<file path="config.mk">
export PLATFORM = sky130hd
export DESIGN_NAME = draw_menu_label_flat
export DESIGN_NICKNAME = d
export VERILOG_FILES = /design/src/rtl/draw_menu_label_if.sv /design/src/rtl/draw_menu_label.sv /design/src/flat_wrapper.sv
export SDC_FILE = /design/constraint.sdc
export NUM_CORES = 1
export LEC_CHECK = 0
export CORE_ASPECT_RATIO = 1.4
export CORE_UTILIZATION = 51
export CTS_BUF_LIST = sky130_fd_sc_hd__clkbuf_2 sky130_fd_sc_hd__clkbuf_4 sky130_fd_sc_hd__clkbuf_8
export CTS_CLUSTER_DIAMETER = 30
export DETAILED_ROUTE_END_ITERATION = 16
export HOLD_SLACK_MARGIN = 0.06
export PLACE_DENSITY = 0.83
export SLEW_MARGIN = 20
export SYNTH_ARGS = -nofsm -noshare
export SYNTH_HDL_FRONTEND = slang
export SYNTH_SLANG_ARGS = --single-unit
</file>
<file path="constraint.sdc">
create_clock -name clk -period 3.3 [get_ports clk]
set_input_delay 0.99 -clock clk [delete_from_list [all_inputs] [get_ports clk]]
set_output_delay 0.99 -clock clk [all_outputs]
set_load 0.01 [all_outputs]
</file>
<file path="src/rtl/draw_menu_label_if.sv">
// VGA timing/colour bus shared by the menu overlay stages.
// One producer modport and one consumer modport.
interface vga_bus;
  logic [10:0] hcount;
  logic [10:0] vcount;
  logic        hsync;
  logic        hblnk;
  logic        vsync;
  logic        vblnk;
  logic [11:0] rgb;

  modport in (
    input hcount, vcount, hsync, hblnk,
    input vsync, vblnk, rgb
  );

  modport out (
    output hcount, vcount, hsync, hblnk,
    output vsync, vblnk, rgb
  );
endinterface

</file>
<file path="src/rtl/draw_menu_label.sv">
// Menu caption overlay: draws a blinking "BOARD SIZE" label
// from the shared font ROM, 2-cycle pipeline on the VGA bus.
module draw_menu_label #(
  parameter int          LABEL_X      = 432,
  parameter int          LABEL_Y      = 352,
  parameter logic [11:0] FONT_COLOR   = 12'hfff,
  parameter int          BLINK_FRAMES = 30
) (
  input  logic        clk,
  input  logic        rst,
  input  logic        is_game_on,
  vga_bus.in          bus_in,
  vga_bus.out         bus_out,
  input  logic [15:0] char_pixels,
  output logic [10:0] address
);

  typedef struct packed {
    logic [10:0] hcount;
    logic [10:0] vcount;
    logic        hsync;
    logic        hblnk;
    logic        vsync;
    logic        vblnk;
    logic [11:0] rgb;
  } bus_t;

  localparam logic [10:0] LX    = 11'(LABEL_X);
  localparam logic [10:0] LY    = 11'(LABEL_Y);
  localparam logic [11:0] LX_LO = 12'(LABEL_X);
  localparam logic [11:0] LX_HI = 12'(LABEL_X + 160);
  localparam logic [11:0] LY_LO = 12'(LABEL_Y);
  localparam logic [11:0] LY_HI = 12'(LABEL_Y + 16);
  localparam bit          BLINK_EN = (BLINK_FRAMES != 0);
  localparam logic [5:0]  BF_LAST  =
    6'((BLINK_FRAMES == 0) ? 0 : BLINK_FRAMES - 1);

  // ASCII code of each caption position
  function automatic logic [6:0] glyph_code(
    input logic [3:0] idx
  );
    logic [6:0] c;
    case (idx)
      4'd0:    c = 7'h42;
      4'd1:    c = 7'h4F;
      4'd2:    c = 7'h41;
      4'd3:    c = 7'h52;
      4'd4:    c = 7'h44;
      4'd5:    c = 7'h20;
      4'd6:    c = 7'h53;
      4'd7:    c = 7'h49;
      4'd8:    c = 7'h5A;
      4'd9:    c = 7'h45;
      default: c = 7'h20;
    endcase
    return c;
  endfunction

  bus_t        bus_w;
  logic [7:0]  hoff;
  logic [3:0]  voff;
  logic        in_label;

  bus_t        s1_q, s1_d;
  logic        in_label_q, in_label_d;
  logic [3:0]  col_q, col_d;
  logic [10:0] addr_q, addr_d;

  bus_t        out_q, out_d;
  logic        pix;

  logic        vsync_q, vsync_d;
  logic [5:0]  frame_cnt_q, frame_cnt_d;
  logic        visible_q, visible_d;
  logic        frame_tick;

  // Gather the incoming bus and locate the pixel in the label
  always_comb begin
    bus_w.hcount = bus_in.hcount;
    bus_w.vcount = bus_in.vcount;
    bus_w.hsync  = bus_in.hsync;
    bus_w.hblnk  = bus_in.hblnk;
    bus_w.vsync  = bus_in.vsync;
    bus_w.vblnk  = bus_in.vblnk;
    bus_w.rgb    = bus_in.rgb;
    hoff = 8'(bus_in.hcount - LX);
    voff = 4'(bus_in.vcount - LY);
    in_label = ({1'b0, bus_in.hcount} >= LX_LO)
            && ({1'b0, bus_in.hcount} <  LX_HI)
            && ({1'b0, bus_in.vcount} >= LY_LO)
            && ({1'b0, bus_in.vcount} <  LY_HI);
  end

  // Stage 1 next state: delayed bus, ROM address, glyph column
  always_comb begin
    s1_d       = bus_w;
    in_label_d = in_label;
    col_d      = hoff[3:0];
    addr_d     = '0;
    if (in_label) begin
      addr_d = {glyph_code(hoff[7:4]), voff};
    end
  end

  // Stage 1 registers
  always_ff @(posedge clk or negedge rst) begin
    if (!rst) begin
      s1_q       <= '0;
      in_label_q <= 1'b0;
      col_q      <= '0;
      addr_q     <= '0;
    end else begin
      s1_q       <= s1_d;
      in_label_q <= in_label_d;
      col_q      <= col_d;
      addr_q     <= addr_d;
    end
  end

  // Stage 2 next state: merge the glyph pixel into rgb
  always_comb begin
    pix   = char_pixels[4'd15 - col_q];
    out_d = s1_q;
    if (in_label_q && !is_game_on && visible_q && pix) begin
      out_d.rgb = FONT_COLOR;
    end
  end

  // Stage 2 registers
  always_ff @(posedge clk or negedge rst) begin
    if (!rst) begin
      out_q <= '0;
    end else begin
      out_q <= out_d;
    end
  end

  // Blink phase: count frames, flip visibility each phase
  always_comb begin
    frame_tick  = bus_in.vsync && !vsync_q;
    vsync_d     = bus_in.vsync;
    frame_cnt_d = frame_cnt_q;
    visible_d   = visible_q;
    if (is_game_on) begin
      frame_cnt_d = '0;
      visible_d   = 1'b1;
    end else if (BLINK_EN && frame_tick) begin
      if (frame_cnt_q == BF_LAST) begin
        frame_cnt_d = '0;
        visible_d   = !visible_q;
      end else begin
        frame_cnt_d = frame_cnt_q + 6'd1;
      end
    end
  end

  // Blink state registers
  always_ff @(posedge clk or negedge rst) begin
    if (!rst) begin
      vsync_q     <= 1'b0;
      frame_cnt_q <= '0;
      visible_q   <= 1'b1;
    end else begin
      vsync_q     <= vsync_d;
      frame_cnt_q <= frame_cnt_d;
      visible_q   <= visible_d;
    end
  end

  assign bus_out.hcount = out_q.hcount;
  assign bus_out.vcount = out_q.vcount;
  assign bus_out.hsync  = out_q.hsync;
  assign bus_out.hblnk  = out_q.hblnk;
  assign bus_out.vsync  = out_q.vsync;
  assign bus_out.vblnk  = out_q.vblnk;
  assign bus_out.rgb    = out_q.rgb;
  assign address        = addr_q;

endmodule

</file>
<file path="src/flat_wrapper.sv">
// flat-port wrapper written by rule: the top's interface ports become plain ports
module draw_menu_label_flat 
#(
  parameter int          LABEL_X      = 432,
  parameter int          LABEL_Y      = 352,
  parameter logic [11:0] FONT_COLOR   = 12'hfff,
  parameter int          BLINK_FRAMES = 30
)
  (clk, rst, is_game_on, char_pixels, address, bus_in_hcount, bus_in_vcount, bus_in_hsync, bus_in_hblnk, bus_in_vsync, bus_in_vblnk, bus_in_rgb, bus_out_hcount, bus_out_vcount, bus_out_hsync, bus_out_hblnk, bus_out_vsync, bus_out_vblnk, bus_out_rgb);
  vga_bus bus_in_i ();
  vga_bus bus_out_i ();
  input  logic clk;
  input  logic rst;
  input  logic is_game_on;
  input  logic [15:0] char_pixels;
  output logic [10:0] address;
  input wire logic [$bits(bus_in_i.hcount)-1:0] bus_in_hcount;
  input wire logic [$bits(bus_in_i.vcount)-1:0] bus_in_vcount;
  input wire logic [$bits(bus_in_i.hsync)-1:0] bus_in_hsync;
  input wire logic [$bits(bus_in_i.hblnk)-1:0] bus_in_hblnk;
  input wire logic [$bits(bus_in_i.vsync)-1:0] bus_in_vsync;
  input wire logic [$bits(bus_in_i.vblnk)-1:0] bus_in_vblnk;
  input wire logic [$bits(bus_in_i.rgb)-1:0] bus_in_rgb;
  output wire logic [$bits(bus_out_i.hcount)-1:0] bus_out_hcount;
  output wire logic [$bits(bus_out_i.vcount)-1:0] bus_out_vcount;
  output wire logic [$bits(bus_out_i.hsync)-1:0] bus_out_hsync;
  output wire logic [$bits(bus_out_i.hblnk)-1:0] bus_out_hblnk;
  output wire logic [$bits(bus_out_i.vsync)-1:0] bus_out_vsync;
  output wire logic [$bits(bus_out_i.vblnk)-1:0] bus_out_vblnk;
  output wire logic [$bits(bus_out_i.rgb)-1:0] bus_out_rgb;
  assign bus_in_i.hcount = bus_in_hcount;
  assign bus_in_i.vcount = bus_in_vcount;
  assign bus_in_i.hsync = bus_in_hsync;
  assign bus_in_i.hblnk = bus_in_hblnk;
  assign bus_in_i.vsync = bus_in_vsync;
  assign bus_in_i.vblnk = bus_in_vblnk;
  assign bus_in_i.rgb = bus_in_rgb;
  assign bus_out_hcount = bus_out_i.hcount;
  assign bus_out_vcount = bus_out_i.vcount;
  assign bus_out_hsync = bus_out_i.hsync;
  assign bus_out_hblnk = bus_out_i.hblnk;
  assign bus_out_vsync = bus_out_i.vsync;
  assign bus_out_vblnk = bus_out_i.vblnk;
  assign bus_out_rgb = bus_out_i.rgb;
  draw_menu_label #(.LABEL_X(LABEL_X), .LABEL_Y(LABEL_Y), .FONT_COLOR(FONT_COLOR), .BLINK_FRAMES(BLINK_FRAMES)) u_core (.clk(clk), .rst(rst), .is_game_on(is_game_on), .bus_in(bus_in_i), .bus_out(bus_out_i), .char_pixels(char_pixels), .address(address));
endmodule
</file>
# Word-level counts from Yosys, hierarchy flattened
# Memories as Yosys holds them, arrays and structs flattened.
# Index checks and enable logic that the tools add are counted.
[totals]
regBits = 99
rom_bits = 112
input_bits = 57
n_memories = 1
[memory_table]
columns = ["memory", "depth", "width", "rd", "rd_ports_with_merged_regs", "write_ports", "line", "text"]
rows = [
  ["(name not given)", 16, 7, 1, 0, 0, "draw_menu_label.sv:43", "case (idx)"],
]
[op_classes]
add_sub_neg = 4
order_cmp = 5
n_eq_ne = 1
n_mux = 10
n_reduce_logical = 13
[ops]
columns = ["cell", "count"]
rows = [
  ["11-bit by 9-bit >= comparator with 1-bit output (second input constant)", 2],
  ["6-bit 2-to-1 mux", 3],
  ["12-bit 2-to-1 mux", 1],
  ["11-bit by 10-bit less-than comparator with 1-bit output (second input constant)", 1],
  ["11-bit by 9-bit less-than comparator with 1-bit output (second input constant)", 1],
  ["11-bit 2-to-1 mux", 1],
  ["8-bit subtractor (second input constant)", 1],
  ["1-bit logical AND", 7],
  ["6-bit by 1-bit adder with 6-bit output (second input constant)", 1],
  ["6-bit by 5-bit == test with 1-bit output (second input constant)", 1],
  ["4-bit by 5-bit less-than comparator with 1-bit output (second input constant)", 1],
  ["1-bit binary-select mux with 4-bit select", 1],
  ["1-bit 2-to-1 mux", 4],
  ["2-bit nonzero test", 2],
  ["4-bit by 1-bit subtractor with 4-bit output (second input constant)", 1],
  ["4-bit subtractor (first input constant)", 1],
  ["1-bit logical NOT", 3],
  ["2-bit AND reduction", 1],
]

# Logic depth before layout (Yosys ltp)
# Gate-level depths: netlist (run 1).
[logic_depth]
depth_word = 5
ltp_mapped = 7
ltp_nobuf = 6

# Worst setup path after synthesis (run 1)
# OpenSTA, ideal clock, no wires.
[synth_path]
kind = "input port to flip-flop"
start = "input port bus_in_hcount[4]"
end = "register u_core.addr_q[8] (netlist: u_core.address[8])"
setup_time_ps = 111
t_arrival_ps = 2241
t_required_ps = 3189
setup_slack_ps = 948
stages = 6
cell_sequence = "ha_1 -> or4b_4 -> o31ai_2 -> a32oi_2 -> buf_6 -> a2111oi_2"
[synth_between]
elab_chain_cells = 5
[synth_lines]
columns = ["element", "line", "text"]
rows = [
  ["start: declaration", "flat_wrapper.sv:17", "input wire logic [$bits(bus_in_i.hcount)-1:0] bus_in_hcount;"],
  ["parallel branches: the longest is 4 deep, another holds 8-bit subtractor", "--", ""],
  ["11-bit 2-to-1 mux *", "draw_menu_label.sv:100", "if (in_label) begin"],
  ["named net u_core.addr_d[8]", "draw_menu_label.sv:67", "logic [10:0] addr_q, addr_d;"],
  ["end signal: assignment", "draw_menu_label.sv:116", "addr_q <= addr_d;"],
  ["end: declaration", "draw_menu_label.sv:67", ""],
]
# Mark *: on every way through the listed nets, which the timed path passes.
# A chain may end at the register's enable or synchronous reset.

# Final worst setup path (run 1)
[layout_path]
start = "input port bus_in_hcount[4]"
end = "register u_core.addr_q[4] (netlist: u_core.address[4])"
# The elaborated chain is that of the path after synthesis.

==> metrics.txt, run 1 <==
# TYPE chip_impl_metric gauge
chip_impl_metric{name="synth-compound-area-share",unit=""} 0.0741
chip_impl_metric{name="synth_mux_area_frac",unit=""} 0.0319
chip_impl_info{name="combinational_family_with_the_most_area_after_synthesis",value="simple AND/OR/NAND/NOR gates"} 1
chip_impl_metric{name="wl_met3",unit="um"} 330
chip_impl_metric{name="clock_insertion_delay_worst_skew",unit="ns"} 0.35
chip_impl_metric{name="metal_1_wl",unit="mm"} 2.55
chip_impl_metric{name="dieArea",unit="um^2"} 6790
chip_impl_metric{name="initial_utilization",unit=""} 0.530
chip_impl_metric{name="critPathMaxFanout",unit=""} 7
chip_impl_metric{name="cts-resized-gates",unit=""} 0
chip_impl_metric{name="synth_sequential_area_ratio",unit=""} 0.722
chip_impl_metric{name="rrSetupSlack",unit="ns"} 1.41
chip_impl_metric{name="grt_first_pass_wirelength",unit="mm"} 10.8
chip_impl_info{name="ctsRootBufferMaster",value="clkbuf_8"} 1
chip_impl_metric{name="worst-endpoint-arrival",unit="ns"} 2.91
chip_impl_info{name="crit_path_cell_trace",value="clkdlybuf4s50_1, ha_1, or4b_4, o31ai_2, a32oi_2, a2111oi_1"} 1
chip_impl_metric{name="period_minus_slack",unit="ns"} 2.69
chip_impl_metric{name="area_delta_synth_final",unit="%"} 42.2
chip_impl_info{name="endpoint_kind",value="flip-flop"} 1
chip_impl_metric{name="tightestPinTransition",unit="ns"} 0.617
chip_impl_metric{name="fin_tns_setup",unit="ns"} 0
chip_impl_metric{name="slowest_delay",unit="ns"} 0.48
chip_impl_metric{name="pre_cts_slack",unit="ns"} 0.263
chip_impl_info{name="outcome",value="finished, final reports clean"} 1
chip_impl_info{name="critical_path.endpoint",value="u_core.address[4]$_DFF_PN0_"} 1
chip_impl_metric{name="syn-mean-instance-area",unit="um^2"} 15.6
chip_impl_metric{name="antennaDiodeCount",unit=""} 0
chip_impl_metric{name="synth-xor-area-share",unit=""} 0.00760
chip_impl_metric{name="grt_pass1_vias",unit=""} 2152
chip_impl_metric{name="die_width",unit="um"} 69.9
chip_impl_info{name="worstSetupStartpointType",value="input port"} 1
chip_impl_metric{name="finClkSkew",unit="ns"} 0.00953
chip_impl_info{name="synth_area_leaders",value="dfrtp_1, ha_1, nand3b_1"} 1
chip_impl_metric{name="synth.distinct_cells",unit=""} 42
chip_impl_metric{name="timing.final.crit_share",unit=""} 0.816
chip_impl_metric{name="timing.max_cap.violations",unit=""} 0
chip_impl_metric{name="post_drt_via_cell_ratio",unit=""} 5.21
chip_impl_metric{name="maxSlewHeadroom",unit=""} 0.588
chip_impl_metric{name="detailed_place.area",unit="um^2"} 4440
chip_impl_metric{name="remaining_drc_errors",unit=""} 0
chip_impl_metric{name="synth-edff-count",unit=""} 0
chip_impl_metric{name="irDropWorstVdd",unit="mV"} 0.293
chip_impl_metric{name="post_synthesis_instance_area",unit="um^2"} 3290
chip_impl_metric{name="final_hold_viol_count",unit=""} 0
chip_impl_info{name="slowest_cell_on_the_critical_path",value="clkdlybuf4s50_1"} 1
chip_impl_metric{name="drive_gt1_frac",unit=""} 0.118
chip_impl_metric{name="die_height",unit="um"} 97.1
chip_impl_metric{name="met2RoutedLength",unit="mm"} 3.57
chip_impl_metric{name="drt_iter0_drc",unit=""} 155
chip_impl_metric{name="fmax",unit="MHz"} 371
chip_impl_metric{name="combined_global_route_utilization_of_all_metal_layers",unit=""} 0.212
chip_impl_metric{name="yosys.area_share.simple",unit=""} 0.114
chip_impl_info{name="timing.critical_path.from",value="bus_in_hcount[4]"} 1
chip_impl_metric{name="grt_antenna_before_repair",unit=""} 0
chip_impl_metric{name="pin_count",unit=""} 106
chip_impl_info{name="r2r-end",value="u_core.bus_out.rgb[1]$_DFF_PN0_"} 1
chip_impl_info{name="hold_class",value="flip-flop to flip-flop"} 1
chip_impl_info{name="tritoncts",value="done"} 1
chip_impl_metric{name="cts-buffers-inserted",unit=""} 9
chip_impl_metric{name="yosys_warnings",unit=""} 0
chip_impl_info{name="synth_top_cell_by_area",value="dfrtp_1"} 1
chip_impl_metric{name="wl",unit="mm"} 6.61
chip_impl_metric{name="num-fill-cells",unit=""} 407
chip_impl_metric{name="routed-via-count",unit=""} 2100
chip_impl_metric{name="p_leak",unit="nW"} 2.04
chip_impl_info{name="mostFrequentLayoutCell",value="clkdlybuf4s50_1"} 1
chip_impl_metric{name="gp_congestion",unit=""} 0.850
chip_impl_metric{name="route.antenna.remaining_nets",unit=""} 0
chip_impl_metric{name="post_synth_fa_ha_maj_area_fraction",unit=""} 0.0342
chip_impl_metric{name="placement_rows",unit=""} 34
chip_impl_metric{name="synth-async-reset-ratio",unit=""} 1.00
chip_impl_info{name="critPathKind",value="input port to flip-flop"} 1
chip_impl_metric{name="required",unit="ns"} 3.52
chip_impl_metric{name="grt_start_max_net_pins",unit=""} 54
chip_impl_info{name="worst_r2r_startpoint",value="u_core.out_d[27]$_DFF_PN0_"} 1
chip_impl_info{name="layout_common_cells",value="clkdlybuf4s50_1, dfrtp_1, nand3b_1, ha_1, clkbuf_8"} 1
chip_impl_metric{name="cts_sinks",unit=""} 95
chip_impl_metric{name="postSynthRegisterBits",unit=""} 95
chip_impl_metric{name="core_area",unit="um^2"} 6210
chip_impl_metric{name="grt.overflow.total",unit=""} 0
chip_impl_info{name="ys.flop_type",value="dfrtp_1"} 1
chip_impl_metric{name="timing.reg2reg.worst_path_depth",unit=""} 4
chip_impl_metric{name="p_per_cell_area",unit="nW/um^2"} 510
chip_impl_metric{name="final_worst_setup_slack",unit="ns"} 0.607
chip_impl_metric{name="synthDominantCellAreaShare",unit=""} 0.714
chip_impl_metric{name="clkSlewWorstSetupHoldPaths",unit="ns"} 0.09
chip_impl_metric{name="timing_max_transition_violations_final",unit=""} 0
chip_impl_metric{name="final_cell_area",unit="um^2"} 4680
chip_impl_metric{name="htree_num_levels",unit=""} 3
chip_impl_metric{name="synth_cells",unit=""} 211
chip_impl_metric{name="timing.final.setup_violations",unit=""} 0
chip_impl_metric{name="hpwlAfterDp",unit="mm"} 4.71
chip_impl_info{name="rsz0062_at_grt",value="false"} 1
chip_impl_metric{name="hold_buffers",unit=""} 0
chip_impl_metric{name="finalNetCount",unit=""} 392
chip_impl_metric{name="cts.repair_timing.setup_buffer_count",unit=""} 0
chip_impl_metric{name="synth_fp_nets",unit=""} 277
chip_impl_metric{name="max-clock-path-buffers",unit=""} 2
chip_impl_metric{name="buffer_ports.inserted",unit=""} 105
chip_impl_info{name="top_layer",value="met4"} 1
chip_impl_metric{name="post_drt_wl_per_cell",unit="um"} 16.4
chip_impl_metric{name="detail_route.first_pass.iterations",unit=""} 4
[through the flow]
step	hold WS (ns)	total power (W)	utilization	std cells
CTS	0.356	0.00241	0.754	403
global placement	0.332	0.00150	0.714	387
global route	0.363	0.00249	0.754	403
floorplan	0.331	0.00134	-	211
finish	0.354	0.00239	0.754	403
detailed placement	0.335	0.00151	0.714	387
[flip-flops by register name, summed over array words and instances (netlist names)]
signal	cells
u_core.bus_out.vcount	11
u_core.bus_out.hsync	1
u_core.out_d	26
u_core.visible_q	1
u_core.bus_out.vblnk	1
u_core.bus_out.hcount	11
u_core.address	11
u_core.bus_out.rgb	12
u_core.bus_out.vsync	1
u_core.in_label_q	1
u_core.bus_out.hblnk	1
u_core.s1_q	12
u_core.frame_cnt_q	6
[synthesized netlist by cell type, drive strengths merged (4+ instances only)]
cell / n
nor3b: 4
nand2b: 4
a211oi: 4
nand3b: 12
mux2i: 6
dfrtp: 94
a21o: 4
nand2: 8
ha: 9
buf: 6
a21oi: 5
o21ai: 9
nor2: 6
inv: 5
[critical path: cells and delay by family]
kind | cells | cell delay [ns]
compound gates | 3 | 0.76
buf+inv | 1 | 0.48
simple gates | 1 | 0.47
fa+ha+maj | 1 | 0.21
[area by class of cell]
cell class / count / area (um^2) / share of cell area
flip-flops and latches: 95 / 2380 / 0.508
repair buffers: 110 / 1090 / 0.232
multi-input cells: 105 / 863 / 0.184
clock buffers: 10 / 131 / 0.0281
clock inverters: 6 / 115 / 0.0246
well taps: 72 / 90.1 / 0.0192
inverters: 5 / 18.8 / 0.00401
[logic make-up after synthesis]
kind of cell    count (synthesis)
flops                          95
simple gates                   55
compound gates                 31
buf+inv                        11
fa+ha+maj                       9
mux                             8
xor+xnor                        2
[layer usage]
layer / up-vias / GRT usage
li1: 963 / -
met1: 1038 / 0.250
met2: 86 / 0.365
met3: 13 / 0.0508
met4: 0 / 0.0969
met5: - / 0
[where the power goes]
| part | switching (W) | total [W] | internal, W |
|---|---|---|---|
| Sequential | 0.0000226 | 0.00124 | 0.00122 |
| Combinational | 0.000108 | 0.000247 | 0.000139 |
| Clock | 0.000385 | 0.000903 | 0.000517 |
| Total | 0.000516 | 0.00239 | 0.00187 |
[worst min path at each step]
stage	startpoint	to	slack (ns)	cells after the start
after detailed placement	u_core.out_d[20]$_DFF_PN0_	u_core.bus_out.vcount[4]$_DFF_PN0_	0.33	0
after floorplan	u_core.out_d[14]$_DFF_PN0_	u_core.bus_out.hblnk$_DFF_PN0_	0.33	0
final	u_core.out_d[20]$_DFF_PN0_	u_core.bus_out.vcount[4]$_DFF_PN0_	0.35	0
after global placement	u_core.out_d[15]$_DFF_PN0_	u_core.bus_out.hsync$_DFF_PN0_	0.33	0
after global routing	u_core.out_d[35]$_DFF_PN0_	u_core.bus_out.hcount[8]$_DFF_PN0_	0.36	0
after CTS	u_core.out_d[20]$_DFF_PN0_	u_core.bus_out.vcount[4]$_DFF_PN0_	0.36	0
Power figures use the tool's default switching activity.
==> run 2, diff against run 1 <==
- CORE_UTILIZATION: 51 -> 47
- PLACE_DENSITY: 0.83 -> 0.77
- clock period: 3.3 -> 2.6 ns (I/O delays scaled with it)
==> metrics.txt, run 2 (same netlist as run 1, synthesis figures left out) <==
# TYPE chip_impl_metric gauge
chip_impl_info{name="outcome",value="finished, final reports clean"} 1
chip_impl_info{name="worstSetupStartpointType",value="input port"} 1
chip_impl_metric{name="dp_cells",unit=""} 419
chip_impl_info{name="ctsRootBufferMaster",value="clkbuf_8"} 1
chip_impl_metric{name="antennaDiodeCount",unit=""} 0
chip_impl_metric{name="timing_max_transition_violations_final",unit=""} 0
chip_impl_info{name="crit_path_cell_trace",value="clkdlybuf4s50_1, ha_1, or4b_4, o31ai_2, a32oi_2, buf_4, nor3_2"} 1
chip_impl_metric{name="die_height",unit="um"} 101
chip_impl_metric{name="gp_congestion",unit=""} 0.814
chip_impl_metric{name="worst-path-stages",unit=""} 7
chip_impl_metric{name="cts-buffers-inserted",unit=""} 9
chip_impl_metric{name="drive_gt1_frac",unit=""} 0.149
chip_impl_metric{name="cp.buffers_inverters",unit=""} 2
chip_impl_metric{name="clock_insertion_delay_worst_skew",unit="ns"} 0.35
chip_impl_info{name="timing.critical_path.max_delay_family",value="buffers and inverters"} 1
chip_impl_info{name="rsz0062_at_grt",value="false"} 1
chip_impl_metric{name="period_minus_slack",unit="ns"} 2.41
chip_impl_metric{name="final_cell_area",unit="um^2"} 4810
chip_impl_info{name="critPathKind",value="input port to flip-flop"} 1
chip_impl_metric{name="largest_register_ffs",unit=""} 26
chip_impl_metric{name="area_delta_synth_final",unit="%"} 46.0
chip_impl_metric{name="post_drt_via_cell_ratio",unit=""} 4.83
chip_impl_metric{name="routed-via-count",unit=""} 2103
chip_impl_metric{name="detailed_place.area",unit="um^2"} 4560
chip_impl_metric{name="worst-endpoint-arrival",unit="ns"} 2.68
chip_impl_metric{name="timing.reg2reg.worst_path_depth",unit=""} 4
chip_impl_metric{name="combined_global_route_utilization_of_all_metal_layers",unit=""} 0.215
chip_impl_metric{name="grt.overflow.total",unit=""} 0
chip_impl_metric{name="dieArea",unit="um^2"} 7350
chip_impl_metric{name="timing.max_cap.violations",unit=""} 0
chip_impl_info{name="endpoint_kind",value="flip-flop"} 1
chip_impl_info{name="hold_class",value="input port to async pin"} 1
chip_impl_metric{name="finClkSkew",unit="ns"} 0.00738
chip_impl_metric{name="remaining_drc_errors",unit=""} 0
chip_impl_metric{name="pin_count",unit=""} 106
chip_impl_metric{name="route.antenna.remaining_nets",unit=""} 0
chip_impl_metric{name="required",unit="ns"} 2.87
chip_impl_metric{name="initial_utilization",unit=""} 0.492
chip_impl_metric{name="critPathMaxFanout",unit=""} 6
chip_impl_metric{name="buffer_ports.inserted",unit=""} 105
chip_impl_metric{name="post_drt_wl_per_cell",unit="um"} 16.1
chip_impl_metric{name="grt_pass1_vias",unit=""} 2263
chip_impl_info{name="layout_common_cells",value="clkdlybuf4s50_1, dfrtp_1, buf_4, nand3b_1"} 1
chip_impl_metric{name="timing.final.crit_share",unit=""} 0.927
chip_impl_metric{name="maxSlewHeadroom",unit=""} 0.625
chip_impl_metric{name="finalHoldWorstSlack",unit="ns"} 0.355
chip_impl_metric{name="cts-resized-gates",unit=""} 0
chip_impl_metric{name="finalNetCount",unit=""} 404
chip_impl_metric{name="grt_first_pass_wirelength",unit="mm"} 11.3
chip_impl_info{name="slowest_cell_on_the_critical_path",value="clkdlybuf4s50_1"} 1
chip_impl_metric{name="hpwlAfterDp",unit="mm"} 5.11
chip_impl_metric{name="irDropWorstVdd",unit="mV"} 0.490
chip_impl_metric{name="timing.final.setup_violations",unit=""} 0
chip_impl_metric{name="drt_iter0_drc",unit=""} 154
chip_impl_metric{name="finalNonFillerCells",unit=""} 435
chip_impl_metric{name="detail_route.first_pass.iterations",unit=""} 4
chip_impl_metric{name="core_area",unit="um^2"} 6700
chip_impl_metric{name="fmax",unit="MHz"} 415
chip_impl_metric{name="placement_rows",unit=""} 35
chip_impl_metric{name="htree_num_levels",unit=""} 3
chip_impl_metric{name="grt_start_max_net_pins",unit=""} 40
chip_impl_metric{name="cts.repair_timing.setup_buffer_count",unit=""} 0
chip_impl_metric{name="wl",unit="mm"} 7.01
chip_impl_metric{name="grt_antenna_before_repair",unit=""} 0
chip_impl_metric{name="slowest_delay",unit="ns"} 0.49
chip_impl_metric{name="hold_buffers",unit=""} 0
chip_impl_metric{name="p_per_cell_area",unit="nW/um^2"} 638
chip_impl_metric{name="die_width",unit="um"} 72.8
chip_impl_metric{name="tightestPinTransition",unit="ns"} 0.558
chip_impl_metric{name="final_hold_viol_count",unit=""} 0
chip_impl_info{name="mostFrequentLayoutCell",value="clkdlybuf4s50_1"} 1
chip_impl_metric{name="clkSlewWorstSetupHoldPaths",unit="ns"} 0.09
chip_impl_metric{name="p_leak",unit="nW"} 2.10
chip_impl_metric{name="cts_sinks",unit=""} 95
chip_impl_info{name="tritoncts",value="done"} 1
chip_impl_metric{name="max-clock-path-buffers",unit=""} 2
==> run 2: cell types whose count changed in the layout (fill, tap and decap cells not counted), sizes merged <==
cell | previous run | this run
buf | 6 | 18
==> run 2: stage by stage <==
| stage | total power (W) | setup slack (ns) | TNS, ns | util |
|---|---|---|---|---|
| floorplan | 0.00170 | 0.458 | 0 | - |
| global placement | 0.00193 | -0.110 | -1.05 | 0.681 |
| detailed placement | 0.00194 | -0.201 | -1.70 | 0.681 |
| CTS | 0.00309 | 0.193 | 0 | 0.718 |
| global route | 0.00320 | 0.0515 | 0 | 0.718 |
| finish | 0.00307 | 0.189 | 0 | 0.718 |
==> run 2: cell type report <==
| cell class | count | area (um^2) |
|---|---|---|
| timing repair buffer | 122 | 1190 |
| clock buffer | 10 | 131 |
| clock inverter | 6 | 115 |
| sequential | 95 | 2380 |
| inverter | 5 | 18.8 |
| tap | 92 | 115 |
| fill | 455 | 1890 |
| multi-input combinational | 105 | 863 |
==> run 2: worst paths after layout <==
kind	startpoint	endpoint	slack, ns
max in group asynchronous	rst	u_core.address[0]$_DFF_PN0_	1.57
max reg2reg	u_core.out_d[27]$_DFF_PN0_	u_core.bus_out.rgb[0]$_DFF_PN0_	0.81
min	rst	u_core.bus_out.vcount[5]$_DFF_PN0_	0.36
max	bus_in_hcount[4]	u_core.address[6]$_DFF_PN0_	0.19
min in group clk	u_core.out_d[35]$_DFF_PN0_	u_core.bus_out.hcount[8]$_DFF_PN0_	0.36
min reg2reg	u_core.out_d[35]$_DFF_PN0_	u_core.bus_out.hcount[8]$_DFF_PN0_	0.36
==> run 2: layer usage <==
metal	wire, um	global-route usage
met5	0	0
met4	85	0.0814
met3	304	0.0540
met2	3880	0.375
met1	2740	0.254
==> run 2: power breakdown <==
part | leakage [nW] | total [W] | internal (W) | switching, W
combinational | 0.833 | 0.000339 | 0.000193 | 0.000147
sequential | 1.15 | 0.00157 | 0.00154 | 0.0000270
clock | 0.121 | 0.00116 | 0.000657 | 0.000504
==> run 3, diff against run 2 <==
- GPL_TIMING_DRIVEN: default -> 0
- REMOVE_ABC_BUFFERS: default -> 1
==> metrics.txt, run 3 (same netlist as run 1, synthesis figures left out) <==
# TYPE chip_impl_metric gauge
chip_impl_metric{name="clkSlewWorstSetupHoldPaths",unit="ns"} 0.09
chip_impl_metric{name="drt_iter0_drc",unit=""} 142
chip_impl_metric{name="detail_route.first_pass.iterations",unit=""} 4
chip_impl_metric{name="grt.overflow.total",unit=""} 0
chip_impl_metric{name="maxSlewHeadroom",unit=""} 0.562
chip_impl_metric{name="grt_first_pass_wirelength",unit="mm"} 10.2
chip_impl_info{name="worst_r2r_startpoint",value="u_core.out_d[27]$_DFF_PN0_"} 1
chip_impl_metric{name="irDropWorstVdd",unit="mV"} 0.400
chip_impl_metric{name="max-clock-path-buffers",unit=""} 2
chip_impl_metric{name="tightestPinTransition",unit="ns"} 0.656
chip_impl_metric{name="area_delta_synth_final",unit="%"} 41.8
chip_impl_metric{name="routed-via-count",unit=""} 2070
chip_impl_metric{name="cts-buffers-inserted",unit=""} 9
chip_impl_metric{name="timing.final.setup_violations",unit=""} 0
chip_impl_metric{name="p_leak",unit="nW"} 2.01
chip_impl_info{name="ctsRootBufferMaster",value="clkbuf_8"} 1
chip_impl_metric{name="cts_sinks",unit=""} 95
chip_impl_metric{name="drive_gt1_frac",unit=""} 0.116
chip_impl_metric{name="clock_insertion_delay_worst_skew",unit="ns"} 0.35
chip_impl_metric{name="remaining_drc_errors",unit=""} 0
chip_impl_metric{name="htree_num_levels",unit=""} 3
chip_impl_metric{name="final_cell_area",unit="um^2"} 4670
chip_impl_info{name="mostFrequentLayoutCell",value="clkdlybuf4s50_1"} 1
chip_impl_metric{name="timing.final.crit_share",unit=""} 0.936
chip_impl_metric{name="timing.reg2reg.worst_path_depth",unit=""} 4
chip_impl_metric{name="die_width",unit="um"} 72.8
chip_impl_metric{name="num-fill-cells",unit=""} 498
chip_impl_metric{name="core_area",unit="um^2"} 6700
chip_impl_metric{name="pin_count",unit=""} 106
chip_impl_metric{name="period_minus_slack",unit="ns"} 2.43
chip_impl_metric{name="grt_antenna_before_repair",unit=""} 0
chip_impl_metric{name="wl",unit="mm"} 6.28
chip_impl_info{name="worstSetupStartpointType",value="input port"} 1
chip_impl_info{name="endpoint_kind",value="flip-flop"} 1
chip_impl_info{name="r2r-end",value="u_core.bus_out.rgb[4]$_DFF_PN0_"} 1
chip_impl_metric{name="cts.repair_timing.setup_buffer_count",unit=""} 0
chip_impl_metric{name="die_height",unit="um"} 101
chip_impl_info{name="timing.critical_path.from",value="bus_in_hcount[5]"} 1
chip_impl_info{name="rsz0062_at_grt",value="false"} 1
chip_impl_metric{name="post_drt_wl_per_cell",unit="um"} 15.0
chip_impl_metric{name="route.antenna.remaining_nets",unit=""} 0
chip_impl_info{name="hold_class",value="flip-flop to flip-flop"} 1
chip_impl_metric{name="placement_rows",unit=""} 35
chip_impl_metric{name="required",unit="ns"} 2.83
chip_impl_metric{name="detailed_place.area",unit="um^2"} 4450
chip_impl_info{name="layout_common_cells",value="clkdlybuf4s50_1, dfrtp_1, nand3b_1, ha_1, clkbuf_8"} 1
chip_impl_metric{name="critPathMaxFanout",unit=""} 12
chip_impl_metric{name="finalNetCount",unit=""} 388
chip_impl_metric{name="rrSetupSlack",unit="ns"} 0.67
chip_impl_metric{name="initial_utilization",unit=""} 0.492
chip_impl_metric{name="antennaDiodeCount",unit=""} 0
chip_impl_metric{name="final_hold_viol_count",unit=""} 0
chip_impl_metric{name="grt_start_max_net_pins",unit=""} 53
chip_impl_info{name="tritoncts",value="done"} 1
chip_impl_metric{name="dieArea",unit="um^2"} 7350
chip_impl_metric{name="grt_pass1_vias",unit=""} 2087
chip_impl_metric{name="hpwlAfterDp",unit="mm"} 4.70
chip_impl_info{name="critPathKind",value="input port to flip-flop"} 1
chip_impl_metric{name="fin_tns_setup",unit="ns"} 0
chip_impl_info{name="outcome",value="finished, final reports clean"} 1
chip_impl_metric{name="gp_congestion",unit=""} 0.754
chip_impl_metric{name="timing_max_transition_violations_final",unit=""} 0
chip_impl_metric{name="worst-endpoint-arrival",unit="ns"} 2.67
chip_impl_metric{name="largest_register_ffs",unit=""} 26
chip_impl_metric{name="combined_global_route_utilization_of_all_metal_layers",unit=""} 0.191
chip_impl_metric{name="p_per_cell_area",unit="nW/um^2"} 610
chip_impl_info{name="critical_path.endpoint",value="u_core.address[7]$_DFF_PN0_"} 1
chip_impl_metric{name="buffer_ports.inserted",unit=""} 105
chip_impl_metric{name="fmax",unit="MHz"} 411
chip_impl_metric{name="post_drt_via_cell_ratio",unit=""} 4.94
chip_impl_metric{name="finClkSkew",unit="ns"} 0.0144
chip_impl_metric{name="timing.max_cap.violations",unit=""} 0
==> run 3: changes by cell type in the layout (fill, tap and decap cells not counted), sizes merged <==
cell / change
dlygate4sd2: +1
clkdlybuf4s50: -2
clkinvlp: -1
clkinv: +2
bufinv: -2
buf: -16
clkbuf: +2
==> run 3: routing by layer <==
layer,GRT usage,vias up,wire length [um],part of all wire
li1,-,960,-,-
met3,0.0540,12,375,0.060
met2,0.322,76,3370,0.54
met1,0.218,1022,2370,0.38
met4,0.0995,0,167,0.027
met5,0,-,0,0
==> run 3: report_power, final <==
part / leakage, nW / switching, W / internal (W)
registers: 1.15 / 0.0000269 / 0.00154
logic: 0.762 / 0.000138 / 0.000174
clock network: 0.105 / 0.000489 / 0.000477
total: 2.01 / 0.000654 / 0.00219
==> run 3: how the worst min path moves through the flow <==
| stage | cells after the start | to | startpoint | slack, ns |
|---|---|---|---|---|
| finish | 0 | u_core.bus_out.hcount[8]$_DFF_PN0_ | u_core.out_d[35]$_DFF_PN0_ | 0.35 |
| global route | 0 | u_core.bus_out.hcount[10]$_DFF_PN0_ | u_core.out_d[37]$_DFF_PN0_ | 0.36 |
| CTS | 0 | u_core.bus_out.hcount[8]$_DFF_PN0_ | u_core.out_d[35]$_DFF_PN0_ | 0.34 |
| detailed placement | 0 | u_core.bus_out.hblnk$_DFF_PN0_ | u_core.out_d[14]$_DFF_PN0_ | 0.33 |
| global placement | 0 | u_core.bus_out.hsync$_DFF_PN0_ | u_core.out_d[15]$_DFF_PN0_ | 0.33 |
| floorplan | 0 | u_core.bus_out.hblnk$_DFF_PN0_ | u_core.out_d[14]$_DFF_PN0_ | 0.33 |
==> run 3: worst max-delay path, stage by stage <==
cell and delay, ns:
dlygate4sd2_1 0.34, ha_1 0.25, or4b_4 0.47, o31ai_2 0.28, a32oi_4 0.20, a2111oi_2 0.34
==> run 3: cell type report <==
class	count	area, um^2	area share
Clock buffer	11	139	0.0297
Multi-Input combinational cell	105	885	0.189
Timing Repair Buffer	106	1070	0.229
Sequential cell	95	2380	0.509
Clock inverter	5	65.1	0.0139
Tap cell	92	115	0.0246
Inverter	5	18.8	0.00402
==> run 3: repair_timing <==
item                       in CTS  in global routing
hold endpoints to repair        0                  0
pin swaps                       1                  0
setup endpoints to repair      12                  2
hold buffers                    0                  0
gates resized for setup         4                  3
==> run 3: metrics by stage <==
step | std cells | setup WS [ns] | hold WS [ns] | total power [W] | util
after global placement | 402 | -2.47 | 0.332 | 0.00190 | 0.661
after floorplan | 205 | 0.315 | 0.331 | 0.00170 | -
after CTS | 419 | 0.0470 | 0.344 | 0.00288 | 0.697
after global routing | 419 | 0.0429 | 0.364 | 0.00298 | 0.697
after detailed placement | 403 | -0.675 | 0.335 | 0.00191 | 0.664
final | 419 | 0.167 | 0.346 | 0.00285 | 0.697
